<file path="config.mk">
export PLATFORM = sky130hd
export DESIGN_NAME = jt1943_rom_arb
export DESIGN_NICKNAME = d
export VERILOG_FILES = /design/src/rtl/jt1943_rom_pkg.sv /design/src/rtl/jt1943_rom_slot.sv /design/src/rtl/jt1943_rom_arb.sv
export SDC_FILE = /design/constraint.sdc
export NUM_CORES = 1
export LEC_CHECK = 0
export BUFFER_PORTS_ARGS = -buffer_cell sky130_fd_sc_hd__buf_2
export CORE_MARGIN = 1
export CORE_UTILIZATION = 45
export DETAILED_ROUTE_END_ITERATION = 10
export PLACE_DENSITY = 0.67
export SLEW_MARGIN = 20
export SYNTH_ARGS = -nofsm -noshare
export SYNTH_HDL_FRONTEND = slang
export SYNTH_SLANG_ARGS = --single-unit
</file>
<file path="constraint.sdc">
create_clock -name clk -period 11.6 [get_ports clk]
set_input_delay 3.48 -clock clk [delete_from_list [all_inputs] [get_ports clk]]
set_output_delay 3.48 -clock clk [all_outputs]
set_load 0.05 [all_outputs]
</file>
<file path="src/rtl/jt1943_rom_pkg.sv">
// Shared types and defaults for the jt1943 ROM arbiter and its per-slot cache.
package jt1943_rom_pkg;

  typedef enum logic [1:0] {
    IDLE    = 2'd0,
    RD_ACK  = 2'd1,
    RD_DATA = 2'd2,
    REF     = 2'd3
  } arb_state_e;

  localparam int AW_DEF         = 22;
  localparam int DW_DEF         = 32;
  localparam int REF_PERIOD_DEF = 64;

endpackage

</file>
<file path="src/rtl/jt1943_rom_slot.sv">
// One client's tag/data store. Define JT1943_ROM_CACHE_EN for two entries
// with 1-bit LRU; otherwise a single entry is kept.
module jt1943_rom_slot
  import jt1943_rom_pkg::*;
#(
  parameter int AW = AW_DEF,
  parameter int DW = DW_DEF
) (
  input  logic          clk,
  input  logic          rst,
  input  logic          cs,
  input  logic [AW-1:0] addr,
  input  logic          fill,
  input  logic [AW-1:0] fill_addr,
  input  logic [DW-1:0] fill_data,
  output logic          hit,
  output logic          ok,
  output logic [DW-1:0] dout
);

`ifdef JT1943_ROM_CACHE_EN
  logic [AW-1:0] tag_reg   [2];
  logic [DW-1:0] data_reg  [2];
  logic [1:0]    valid_reg;
  logic          lru_reg;
  logic [1:0]    hit_e;

  for (genvar gi = 0; gi < 2; gi++) begin : g_entry
    assign hit_e[gi] = valid_reg[gi] && (tag_reg[gi] == addr);
  end

  assign hit  = |hit_e;
  assign dout = hit_e[1] ? data_reg[1] : data_reg[0];

  always_ff @(posedge clk) begin
    if (rst) begin
      tag_reg[0]  <= '0;
      tag_reg[1]  <= '0;
      data_reg[0] <= '0;
      data_reg[1] <= '0;
      valid_reg   <= '0;
      lru_reg     <= 1'b0;
    end else if (fill) begin
      tag_reg[lru_reg]   <= fill_addr;
      data_reg[lru_reg]  <= fill_data;
      valid_reg[lru_reg] <= 1'b1;
      lru_reg            <= ~lru_reg;
    end else if (cs && hit) begin
      // the entry being read becomes MRU, so the other one is next to go
      lru_reg <= ~hit_e[1];
    end
  end
`else
  logic [AW-1:0] tag_reg;
  logic [DW-1:0] data_reg;
  logic          valid_reg;

  assign hit  = valid_reg && (tag_reg == addr);
  assign dout = data_reg;

  always_ff @(posedge clk) begin
    if (rst) begin
      tag_reg   <= '0;
      data_reg  <= '0;
      valid_reg <= 1'b0;
    end else if (fill) begin
      tag_reg   <= fill_addr;
      data_reg  <= fill_data;
      valid_reg <= 1'b1;
    end
  end
`endif

  assign ok = cs && hit;

endmodule

</file>
<file path="src/rtl/jt1943_rom_arb.sv">
// Round-robin arbiter sharing one SDRAM read port among ROM clients, with
// refresh slotted into idle gaps. JT1943_ROM_CACHE_EN enables 2-way slot caches.
module jt1943_rom_arb
  import jt1943_rom_pkg::*;
#(
  parameter int SLOTS      = 5,
  parameter int AW         = AW_DEF,
  parameter int DW         = DW_DEF,
  parameter int REF_PERIOD = REF_PERIOD_DEF
) (
  input  logic                clk,
  input  logic                rst,
  input  logic                loop_rst,
  input  logic [SLOTS-1:0]    slot_cs,
  input  logic [SLOTS*AW-1:0] slot_addr,
  output logic [SLOTS-1:0]    slot_ok,
  output logic [SLOTS*DW-1:0] slot_dout,
  output logic [AW-1:0]       sdram_addr,
  output logic                sdram_re,
  output logic                autorefresh,
  input  logic                sdram_ack,
  input  logic                data_rdy,
  input  logic [DW-1:0]       data_read
);

  localparam int PW = (SLOTS > 1) ? $clog2(SLOTS) : 1;
  localparam int RW = $clog2(2 * REF_PERIOD + 1);
  localparam logic [RW-1:0] REF_DUE = RW'(REF_PERIOD);
  localparam logic [RW-1:0] REF_MAX = RW'(2 * REF_PERIOD);

  arb_state_e    state_reg, state_next;
  logic [PW-1:0] rr_ptr_reg, rr_ptr_next;
  logic [PW-1:0] cur_reg, cur_next;
  logic [AW-1:0] sdram_addr_reg, sdram_addr_next;
  logic          sdram_re_reg, sdram_re_next;
  logic          autorefresh_reg, autorefresh_next;
  logic [RW-1:0] ref_cnt_reg;

  logic             clr;
  logic [SLOTS-1:0] hit, pend, fill;
  logic             done, ref_clr, due, urgent, found;
  logic [PW-1:0]    win;
  int               idx;

  assign clr    = rst || loop_rst;
  assign due    = ref_cnt_reg >= REF_DUE;
  assign urgent = ref_cnt_reg == REF_MAX;

  for (genvar gi = 0; gi < SLOTS; gi++) begin : g_slot
    assign pend[gi] = slot_cs[gi] && !hit[gi];
    assign fill[gi] = done && (cur_reg == PW'(gi));

    jt1943_rom_slot #(.AW(AW), .DW(DW)) u_slot (
      .clk       (clk),
      .rst       (clr),
      .cs        (slot_cs[gi]),
      .addr      (slot_addr[gi*AW +: AW]),
      .fill      (fill[gi]),
      .fill_addr (sdram_addr_reg),
      .fill_data (data_read),
      .hit       (hit[gi]),
      .ok        (slot_ok[gi]),
      .dout      (slot_dout[gi*DW +: DW])
    );
  end

  // first pending slot at or after rr_ptr, wrapping
  always_comb begin
    found = 1'b0;
    win   = '0;
    idx   = 0;
    for (int k = 0; k < SLOTS; k++) begin
      idx = int'(rr_ptr_reg) + k;
      if (idx >= SLOTS) idx = idx - SLOTS;
      if (!found && pend[idx]) begin
        found = 1'b1;
        win   = PW'(idx);
      end
    end
  end

  always_comb begin
    state_next       = state_reg;
    rr_ptr_next      = rr_ptr_reg;
    cur_next         = cur_reg;
    sdram_addr_next  = sdram_addr_reg;
    sdram_re_next    = sdram_re_reg;
    autorefresh_next = autorefresh_reg;
    done             = 1'b0;
    ref_clr          = 1'b0;
    case (state_reg)
      IDLE: begin
        if (urgent || (due && !(|pend))) begin
          autorefresh_next = 1'b1;
          state_next       = REF;
        end else if (found) begin
          sdram_addr_next = slot_addr[int'(win)*AW +: AW];
          sdram_re_next   = 1'b1;
          cur_next        = win;
          state_next      = RD_ACK;
        end
      end
      RD_ACK: begin
        if (sdram_ack) begin
          sdram_re_next = 1'b0;
          if (data_rdy) begin
            done       = 1'b1;
            state_next = IDLE;
          end else begin
            state_next = RD_DATA;
          end
        end
      end
      RD_DATA: begin
        if (data_rdy) begin
          done       = 1'b1;
          state_next = IDLE;
        end
      end
      REF: begin
        if (sdram_ack) begin
          autorefresh_next = 1'b0;
          ref_clr          = 1'b1;
          state_next       = IDLE;
        end
      end
      default: state_next = IDLE;
    endcase
    if (done) rr_ptr_next = (cur_reg == PW'(SLOTS - 1)) ? '0 : cur_reg + 1'b1;
  end

  always_ff @(posedge clk) begin
    if (clr) begin
      state_reg       <= IDLE;
      rr_ptr_reg      <= '0;
      cur_reg         <= '0;
      sdram_addr_reg  <= '0;
      sdram_re_reg    <= 1'b0;
      autorefresh_reg <= 1'b0;
    end else begin
      state_reg       <= state_next;
      rr_ptr_reg      <= rr_ptr_next;
      cur_reg         <= cur_next;
      sdram_addr_reg  <= sdram_addr_next;
      sdram_re_reg    <= sdram_re_next;
      autorefresh_reg <= autorefresh_next;
    end
  end

  // ROM downloads (loop_rst) keep the refresh schedule running
  always_ff @(posedge clk) begin
    if (rst || ref_clr) ref_cnt_reg <= '0;
    else if (ref_cnt_reg != REF_MAX) ref_cnt_reg <= ref_cnt_reg + 1'b1;
  end

  assign sdram_addr  = sdram_addr_reg;
  assign sdram_re    = sdram_re_reg;
  assign autorefresh = autorefresh_reg;

endmodule

</file>
# ---- Word-level counts from Yosys, hierarchy flattened
# Cells that the tools add are included.
dict set report op_classes {
  n_eq_ne 21
  multipliers 1
  n_reduce_logical 47
  bitwise_logic 1
  addsub 11
  n_shift 1
  magnitude_cmp 11
  mux 49
}
# op n
set ops {}
lappend ops {{< comparator 32 x 5 -> 1 bit, second input constant} 5}
lappend ops {{2-to-1 mux 32 bit} 5}
lappend ops {{equality test 22 bit} 5}
lappend ops {{variable part select 110 x 9 -> 22 bit} 1}
lappend ops {{logical AND 1 bit} 25}
lappend ops {{2-to-1 mux 1 bit} 23}
lappend ops {{subtractor 4 x 3 -> 5 bit, second input constant} 4}
lappend ops {{2-to-1 mux 3 bit} 6}
lappend ops {{greater-or-equal comparator 4 x 3 -> 1 bit, second input constant} 4}
lappend ops {{binary-select mux 1 bit (select 3 bit)} 5}
lappend ops {{2-to-1 mux 2 bit} 6}
lappend ops {{!= test 2 bit, second input constant} 6}
lappend ops {{logical NOT 1 bit} 10}
lappend ops {{adder 3 x 2 -> 4 bit, second input constant} 2}
lappend ops {{adder 8 x 1 -> 8 bit, second input constant} 1}
lappend ops {{equality test 8 bit, second input constant} 1}
lappend ops {{greater-or-equal comparator 8 x 7 -> 1 bit, second input constant} 1}
lappend ops {{!= test 8 bit, second input constant} 1}
lappend ops {{one-hot mux 2 bit (4 select lines)} 1}
lappend ops {{AND reduction 4 bit} 2}
lappend ops {{multiplier 3 x 4 -> 7 bit, second input constant} 1}
lappend ops {{equality test 3 x 2 -> 1 bit, second input constant} 2}
lappend ops {{one-hot mux 1 bit (2 select lines)} 3}
lappend ops {{AND reduction 3 bit} 2}
lappend ops {{other kinds (16)} 20}
dict set report totals {
  in_bits 152
  reg_bits 315
  word_cells 164
  output_inout_bits 189
}

# ---- Longest topological paths before layout
# Gate-level depths: netlist (run 1).
dict set report depth {
  ltp_word 23
  depth_mapped 19
  mapped_depth_nobuf 15
}

# ---- By module
# Synthesis (run 1) repeated with hierarchy kept, for this count alone.
dict set report unflattened {
  cells_unflattened 1512
  area_unflattened_um2 14556.5
}
# mod seq_area_each_um2 area_each_um2 cells_each instances
set by_module_without_submodules {}
lappend by_module_without_submodules {jt1943_rom_slot 1101.1 2163.3 209 5}
lappend by_module_without_submodules {jt1943_rom_arb 800.8 3739.8 467 1}

# ---- Least setup slack after synthesis (run 1)
# Ideal clock, no wire load.
dict set report synth_timing {
  path_kind {in2out}
  startpoint {input port slot_addr[70]}
  endpoint {output port slot_ok[3]}
  required_time_ns 8.120
  cell_stages 6
  n_path_buf 1
  arrival_time_ns 4.668
  path_slack_ns 3.452
  cell_sequence {xor2_1 -> or4_1 -> nor4_1 -> nand4_1 -> nor2_1 -> buf_4}
}
dict set report synth_via {
  elab_chain_len 3
}
# item line_no
set synth_lines {}
lappend synth_lines {{from (decl)} jt1943_rom_arb.sv:15} ;# input logic [SLOTS*AW-1:0] slot_addr,
lappend synth_lines {{equality test 22 bit} jt1943_rom_slot.sv:58} ;# assign hit = valid_reg && (tag_reg == addr);
lappend synth_lines {{logical AND 1 bit} jt1943_rom_slot.sv:58}
lappend synth_lines {{logical AND 1 bit} jt1943_rom_slot.sv:74} ;# assign ok = cs && hit;
lappend synth_lines {{to (decl)} jt1943_rom_arb.sv:16} ;# output logic [SLOTS-1:0] slot_ok,
# Every way passes these cells.

# ---- Worst setup path after layout (run 1)
# Ends and elaborated chain as after synthesis.

==> results of run 1 <==
==> cell type report <==
| type | count | area (um^2) | area share [%] |
|---|---|---|---|
| repair buffers | 356 | 1822 | 10.19 |
| inverters | 38 | 142.6 | 0.7980 |
| flip-flops and latches | 315 | 6306 | 35.28 |
| clock inverters | 11 | 173.9 | 0.9730 |
| diodes | 5 | 12.51 | 0.07000 |
| clock buffers | 50 | 982.2 | 5.495 |
| multi-input cells | 1424 | 7881 | 44.10 |
| well taps | 442 | 553.0 | 3.094 |
==> final timing paths <==
check | end | cells past startpoint
setup / recovery | slot_ok[3] | 7
hold / removal | g_slot[1].u_slot.dout[13] | 2
setup reg to reg | sdram_addr[1] | 12
hold reg to reg | g_slot[1].u_slot.dout[13] | 2
==> metal layers <==
layer	up-vias	share of wire [%]
met3	104	9.7
met5	-	0.021
met4	2	3.8
met1	6906	40
met2	677	46
li1	6958	-
==> cell usage after synthesis, types with 3 or more instances <==
library cell,count,share of area [%]
o22ai_1,4,0.17
dfxtp_1,315,43
xor2_1,41,2.4
a21oi_1,302,10
nor3_1,7,0.24
nor2_1,53,1.3
and3_1,38,1.6
buf_1,11,0.28
nand2b_1,6,0.25
xnor2_1,82,4.8
a31oi_1,10,0.42
ha_1,23,1.9
a211oi_1,25,1.3
nand4_1,31,1.3
nand2_1,576,15
and2_1,8,0.34
inv_1,37,0.94
o21ai_0,28,0.95
a211oi_2,13,1.1
a21o_1,30,1.5
o21ai_1,4,0.14
o31ai_2,12,1.0
o31ai_1,5,0.25
clkbuf_1,92,2.3
buf_4,9,0.46
mux2i_1,10,0.68
nor4bb_1,3,0.20
a2111o_1,3,0.23
or4_1,4,0.20
nand3_1,30,1.0
nor4_1,15,0.63
buf_2,8,0.27
==> power breakdown <==
part           switching [W]  internal (W)
clock               0.000457      0.000662
sequential         0.0000241       0.00109
combinational       0.000162     0.0000762
total               0.000644       0.00183
==> kinds of logic (layout without fill, tap and decap cells) <==
group	after synthesis	count (layout)	share of synthesized area, %
xor+xnor	123	123	7.271
other cells	0	5	0
compound gates	469	469	19.58
buf+inv	161	455	4.484
flops	315	315	42.56
mux	12	12	0.8276
fa+ha+maj	23	23	1.942
simple gates	797	797	23.33
==> worst reg2reg max path, delay by kind of cell (launching register included) <==
kind	cells	cell delay [ns]
AO/OA/AOI/OAI	7	2.50
flip-flops	1	0.82
adder cells (fa/ha/maj)	1	0.78
buffers and inverters	1	0.57
AND/OR/NAND/NOR	3	1.04
==> metrics by stage <==
stage	hold slack, ns	cell area, um^2
floorplan	0.4400	14820
finish	0.4500	17870
global route	0.4655	17870
global placement	0.4386	16690
detailed placement	0.4431	16700
CTS	0.4520	17850
==> metrics.md, run 1 <==
| Metric | Value |
|---|---|
| Clock Skews | 0.02664 ns |
| Die H | 183.4 um |
| WP data arrival | 5.51 ns |
| Busiest grt layer | met2 |
| Final Hold Viols | 0 |
| Outcome | complete, no violations |
| Peak supply drop | 0.0001760 V |
| Most frequent CP cell | buf_2 |
| Max-slew violations | 0 |
| Synth Instances | 1900 |
| Area growth syn-to-layout | 20.64% |
| Setup Fix Bufs, Post-CTS | 0 |
| Syn_area_per_cell | 7.798 um^2 |
| FP Rows | 66 |
| Final ANT Viol Nets | 0 |
| Final wirelength | 53.12 mm |
| Die ar. | 33650 um^2 |
| HP Start | g_slot[1].u_slot.dout[13] |
| NumNets Final | 2345 |
| Post-CTS Hold Fix Bufs | 0 |
| Most common cell after layout, fill and taps aside | nand2_1 |
| Critical path class | primary input to output pin |
| Post-route setup TNS | 0 ns |
| GP Congestion | 1.004 |
| Tmin final | 8.987 ns |
| CP cell instances | buf_2 -> xor2_1 -> or4_1 -> nor4_1 -> nand4_1 -> nor2_1 -> buf_2 |
| Met1 usage | 39.63% |
| Initial core utilization | 45.65% |
| Via count | 14650 |
| Clock sink count | 315 |
| I/O pin count | 341 |
| Critical path buffers and inverters | 2 |
| CTS buffer count | 35 |
| Non-Filler Instances | 2641 |
| CTS resizes | 0 |
| Final core occ | 55.07% |
| # port buffers | 340 |
| Reg-to-reg critical path startpoint | rr_ptr_reg[0] |
| Antenna violations before repair | 6 |
| Hold Path Class | flip-flop to flip-flop |
| Synth Warn # | 0 |
| CP Capture Type | output pin |
| Max reg flops | 160 |
| Unrepaired setup endpoints after global routing | false |
| Chip width | 183.4 um |
| Syn_nets | 2075 |
| Most frequent cells in the layout | nand2_1, buf_2, dfxtp_1 |
| Core Region | 32450 um^2 |
| Via density | 5.546 |
| CTS tree | built |
| Worst setup SP type | primary input |
| # DRC | 0 |
| Fmax | 0.1113 GHz |
| Root buffer cell | clkbuf_16 |
| Top_reg_cell synth | dfxtp_1 |
| Relative slew slack | 23.43% |
| Place WS | 2.718 ns |
| CP startpoint | slot_addr[70] |
| Tcrit/Tclk final | 77.48% |
| Count of final setup violators | 0 |
| Initial DRT Pass Iterations | 5 |
| GRT overflow | 0 |
| Mapped Area | 14820 um^2 |
| Placed insts | 2575 |
| #FFs+latches synth | 315 |
| CP peak stage delay | 0.52 ns |
| Vias in the first global route | 13640 |
| All-Layer GR Usage | 30.68% |
| DRT iter0 DRCs | 1206 |
| Required time worst endpoint | 8.12 ns |
| Seq/Total Area, Yosys | 42.56% |
| CTS Buffer Depth | 3 |
| Met3 usage | 6.636% |
| Pin count of the biggest net entering global routing | 110 |
| Post-synth ARST share | 0% |
| Routing usage on met2 | 49.50% |
| Crit path max-delay family | simple AND/OR/NAND/NOR gates |
| FILL cells | 3110 |
| WL/cell | 20.11 um |
| Critical path fanouts, max | 2 |
| Wire length of the first global-routing pass | 79.49 mm |
| Worst-Margin Slew | 1.148 ns |
| H-tree depth | 2 |
| Layout cells sized above 1 | 21.38% |
| Total power | 0.002473 W |
| Static Leak | 6.938 nW |
| MaxCap Viol Count | 0 |
| Clock-pin slew on the worst setup and hold paths | 0.06 ns |
| Skew-Pair Late Insertion Delay | 0.53 ns |
| R2R setup slack | 5.82 ns |
| Post-synth EDFFs | 0 |
| Worst setup margin | 2.613 ns |
| Power per cell area | 138.4 nW/um^2 |
| Slowest-stage cell, CP | nor4_1 |
| Hpwl dp | 37.55 mm |
| Post-synthesis cell type count | 81 |
No activity file was read; power rests on OpenSTA's default activity.
==> run 2, diff against run 1 <==
- PLACE_DENSITY: 0.67 -> 0.69
- clock period: 11.6 -> 7.6 ns (I/O delays scaled with it)
==> metrics.md, run 2 (synthesized netlist as in run 1, its figures left out) <==
| Metric | Value |
|---|---|
| Setup Fix Bufs, Post-CTS | 0 (unchanged) |
| Clock sink count | 315 (unchanged) |
| Tcrit/Tclk final | 86.02% |
| Static Leak | 7.003 nW (+0.94%) |
| Hpwl dp | 38.85 mm (+3.5%) |
| CTS resizes | 0 (unchanged) |
| Initial core utilization | 45.65% (unchanged) |
| Max reg flops | 160 (unchanged) |
| # port buffers | 340 (unchanged) |
| MaxCap Viol Count | 0 (unchanged) |
| Most frequent cells in the layout | nand2_1, buf_2, dfxtp_1 |
| Chip width | 183.4 um (unchanged) |
| FILL cells | 3023 (-2.8%) |
| H-tree depth | 2 (unchanged) |
| Most common cell after layout, fill and taps aside | nand2_1 |
| Unrepaired setup endpoints after global routing | false |
| Place WS | 1.073 ns (-1.645 ns) |
| Count of final setup violators | 0 (unchanged) |
| Vias in the first global route | 13560 (-0.54%) |
| Via density | 5.575 (+0.53%) |
| GRT overflow | 0 (unchanged) |
| Worst setup SP type | primary input |
| Relative slew slack | 35.31% (+12 points) |
| WP data arrival | 4.26 ns (-1.25 ns) |
| NumNets Final | 2352 (+0.30%) |
| Root buffer cell | clkbuf_16 |
| FP Rows | 66 (unchanged) |
| Final wirelength | 53.49 mm (+0.70%) |
| GP Congestion | 1.010 (+0.57%) |
| WL/cell | 20.19 um (+0.40%) |
| Area growth syn-to-layout | 21.47% |
| Die ar. | 33650 um^2 (unchanged) |
| Initial DRT Pass Iterations | 5 (unchanged) |
| Worst setup margin | 1.062 ns (-1.550 ns) |
| Fmax | 0.1530 GHz |
| Outcome | complete, no violations |
| DRT iter0 DRCs | 1122 (-7.0%) |
| Post-CTS Hold Fix Bufs | 0 (unchanged) |
| Antenna violations before repair | 5 (-1) |
| Tmin final | 6.538 ns |
| Max-slew violations | 0 (unchanged) |
| Core Region | 32450 um^2 (unchanged) |
| Peak supply drop | 0.0001813 V (+3.0%) |
| CTS Buffer Depth | 3 (unchanged) |
| Pin count of the biggest net entering global routing | 139 (+26%) |
| Worst-Margin Slew | 0.9573 ns (-0.1912 ns) |
| Required time worst endpoint | 5.32 ns (-2.80 ns) |
| Hold Path Class | flip-flop to flip-flop |
| CTS tree | built |
| Clock-pin slew on the worst setup and hold paths | 0.06 ns (about the same) |
| Skew-Pair Late Insertion Delay | 0.53 ns (about the same) |
| Layout cells sized above 1 | 21.97% (+0.59 points) |
| Final ANT Viol Nets | 0 (unchanged) |
| Final Hold Viols | 0 (unchanged) |
| WHS | 0.4497 ns (-0.0003610 ns) |
| All-Layer GR Usage | 30.87% (+0.18 points) |
| Clock Skews | 0.01666 ns (-0.009982 ns) |
| Power per cell area | 213.2 nW/um^2 (+54%) |
| Die H | 183.4 um (unchanged) |
| I/O pin count | 341 (unchanged) |
| Wire length of the first global-routing pass | 79.90 mm (+0.51%) |
| Critical path fanouts, max | 4 (+2) |
| Post-route setup TNS | 0 ns (unchanged) |
| Critical path class | primary input to output pin |
| Via count | 14770 (+0.83%) |
| CP Capture Type | output pin |
| CTS buffer count | 35 (unchanged) |
| # DRC | 0 (unchanged) |
==> run 2: cell count changes in the layout (fill, tap and decap cells not counted), sizes merged <==
| cell | change |
|---|---|
| diode | -1 |
| clkinvlp | +3 |
| clkbuf | -2 |
| buf | +7 |
| clkinv | +1 |
==> run 2: per-stage QoR <==
stage	total power (W)	area [um^2]	cells	util [%]
final	0.003836	18000	2649	55.45
after global routing	0.003958	18000	2649	55.45
after CTS	0.003855	17980	2645	55.40
after detailed placement	0.002094	16760	2582	51.63
after global placement	0.002094	16760	2582	51.63
after floorplan	0.001933	14820	1900	-
==> run 2: path summary, 6_finish.rpt <==
kind	startpoint	end	slack (ns)	cells after the start
setup / recovery	slot_addr[40]	slot_ok[1]	1.06	8
hold / removal	g_slot[4].u_slot.dout[23]	g_slot[4].u_slot.dout[23]	0.45	2
setup reg to reg	rr_ptr_reg[0]	sdram_addr[14]	2.52	15
hold reg to reg	g_slot[4].u_slot.dout[23]	g_slot[4].u_slot.dout[23]	0.45	2
==> run 2: layer usage <==
layer  wire length [um]  part of all wire [%]  vias to the layer above  global-route usage, %
li1                   -                     -                     6974                      -
met1              22010                    41                     6971                  41.06
met2              24530                    46                      711                  49.39
met3               5150                   9.6                      111                  6.002
met4               1790                   3.3                        2                  11.60
met5                 12                 0.022                        -                      0
==> run 2: critical path, cell delays in order <==
cell and delay [ns]:
buf_2 0.13, xnor2_1 0.32, nand4_1 0.19, nor4_1 0.22, buf_4 0.19, nand2_1 0.05
nor4_1 0.49, buf_2 0.38
==> run 2: final cells by class <==
cell class / count / area [um^2] / area share [%]
Tap cell: 442 / 553.0 / 3.073
Clock buffer: 48 / 1025 / 5.694
Clock inverter: 15 / 197.7 / 1.099
Sequential cell: 315 / 6306 / 35.04
Inverter: 38 / 142.6 / 0.7926
Multi-Input combinational cell: 1424 / 7875 / 43.76
Antenna cell: 4 / 10.01 / 0.05562
Timing Repair Buffer: 363 / 1887 / 10.48
==> run 2: power breakdown <==
group / switching [W] / internal, W / total [W]
sequential: 0.0000356 / 0.00166 / 0.00170
combinational: 0.000247 / 0.000119 / 0.000367
clock: 0.000713 / 0.00106 / 0.00177
total: 0.000996 / 0.00284 / 0.00384
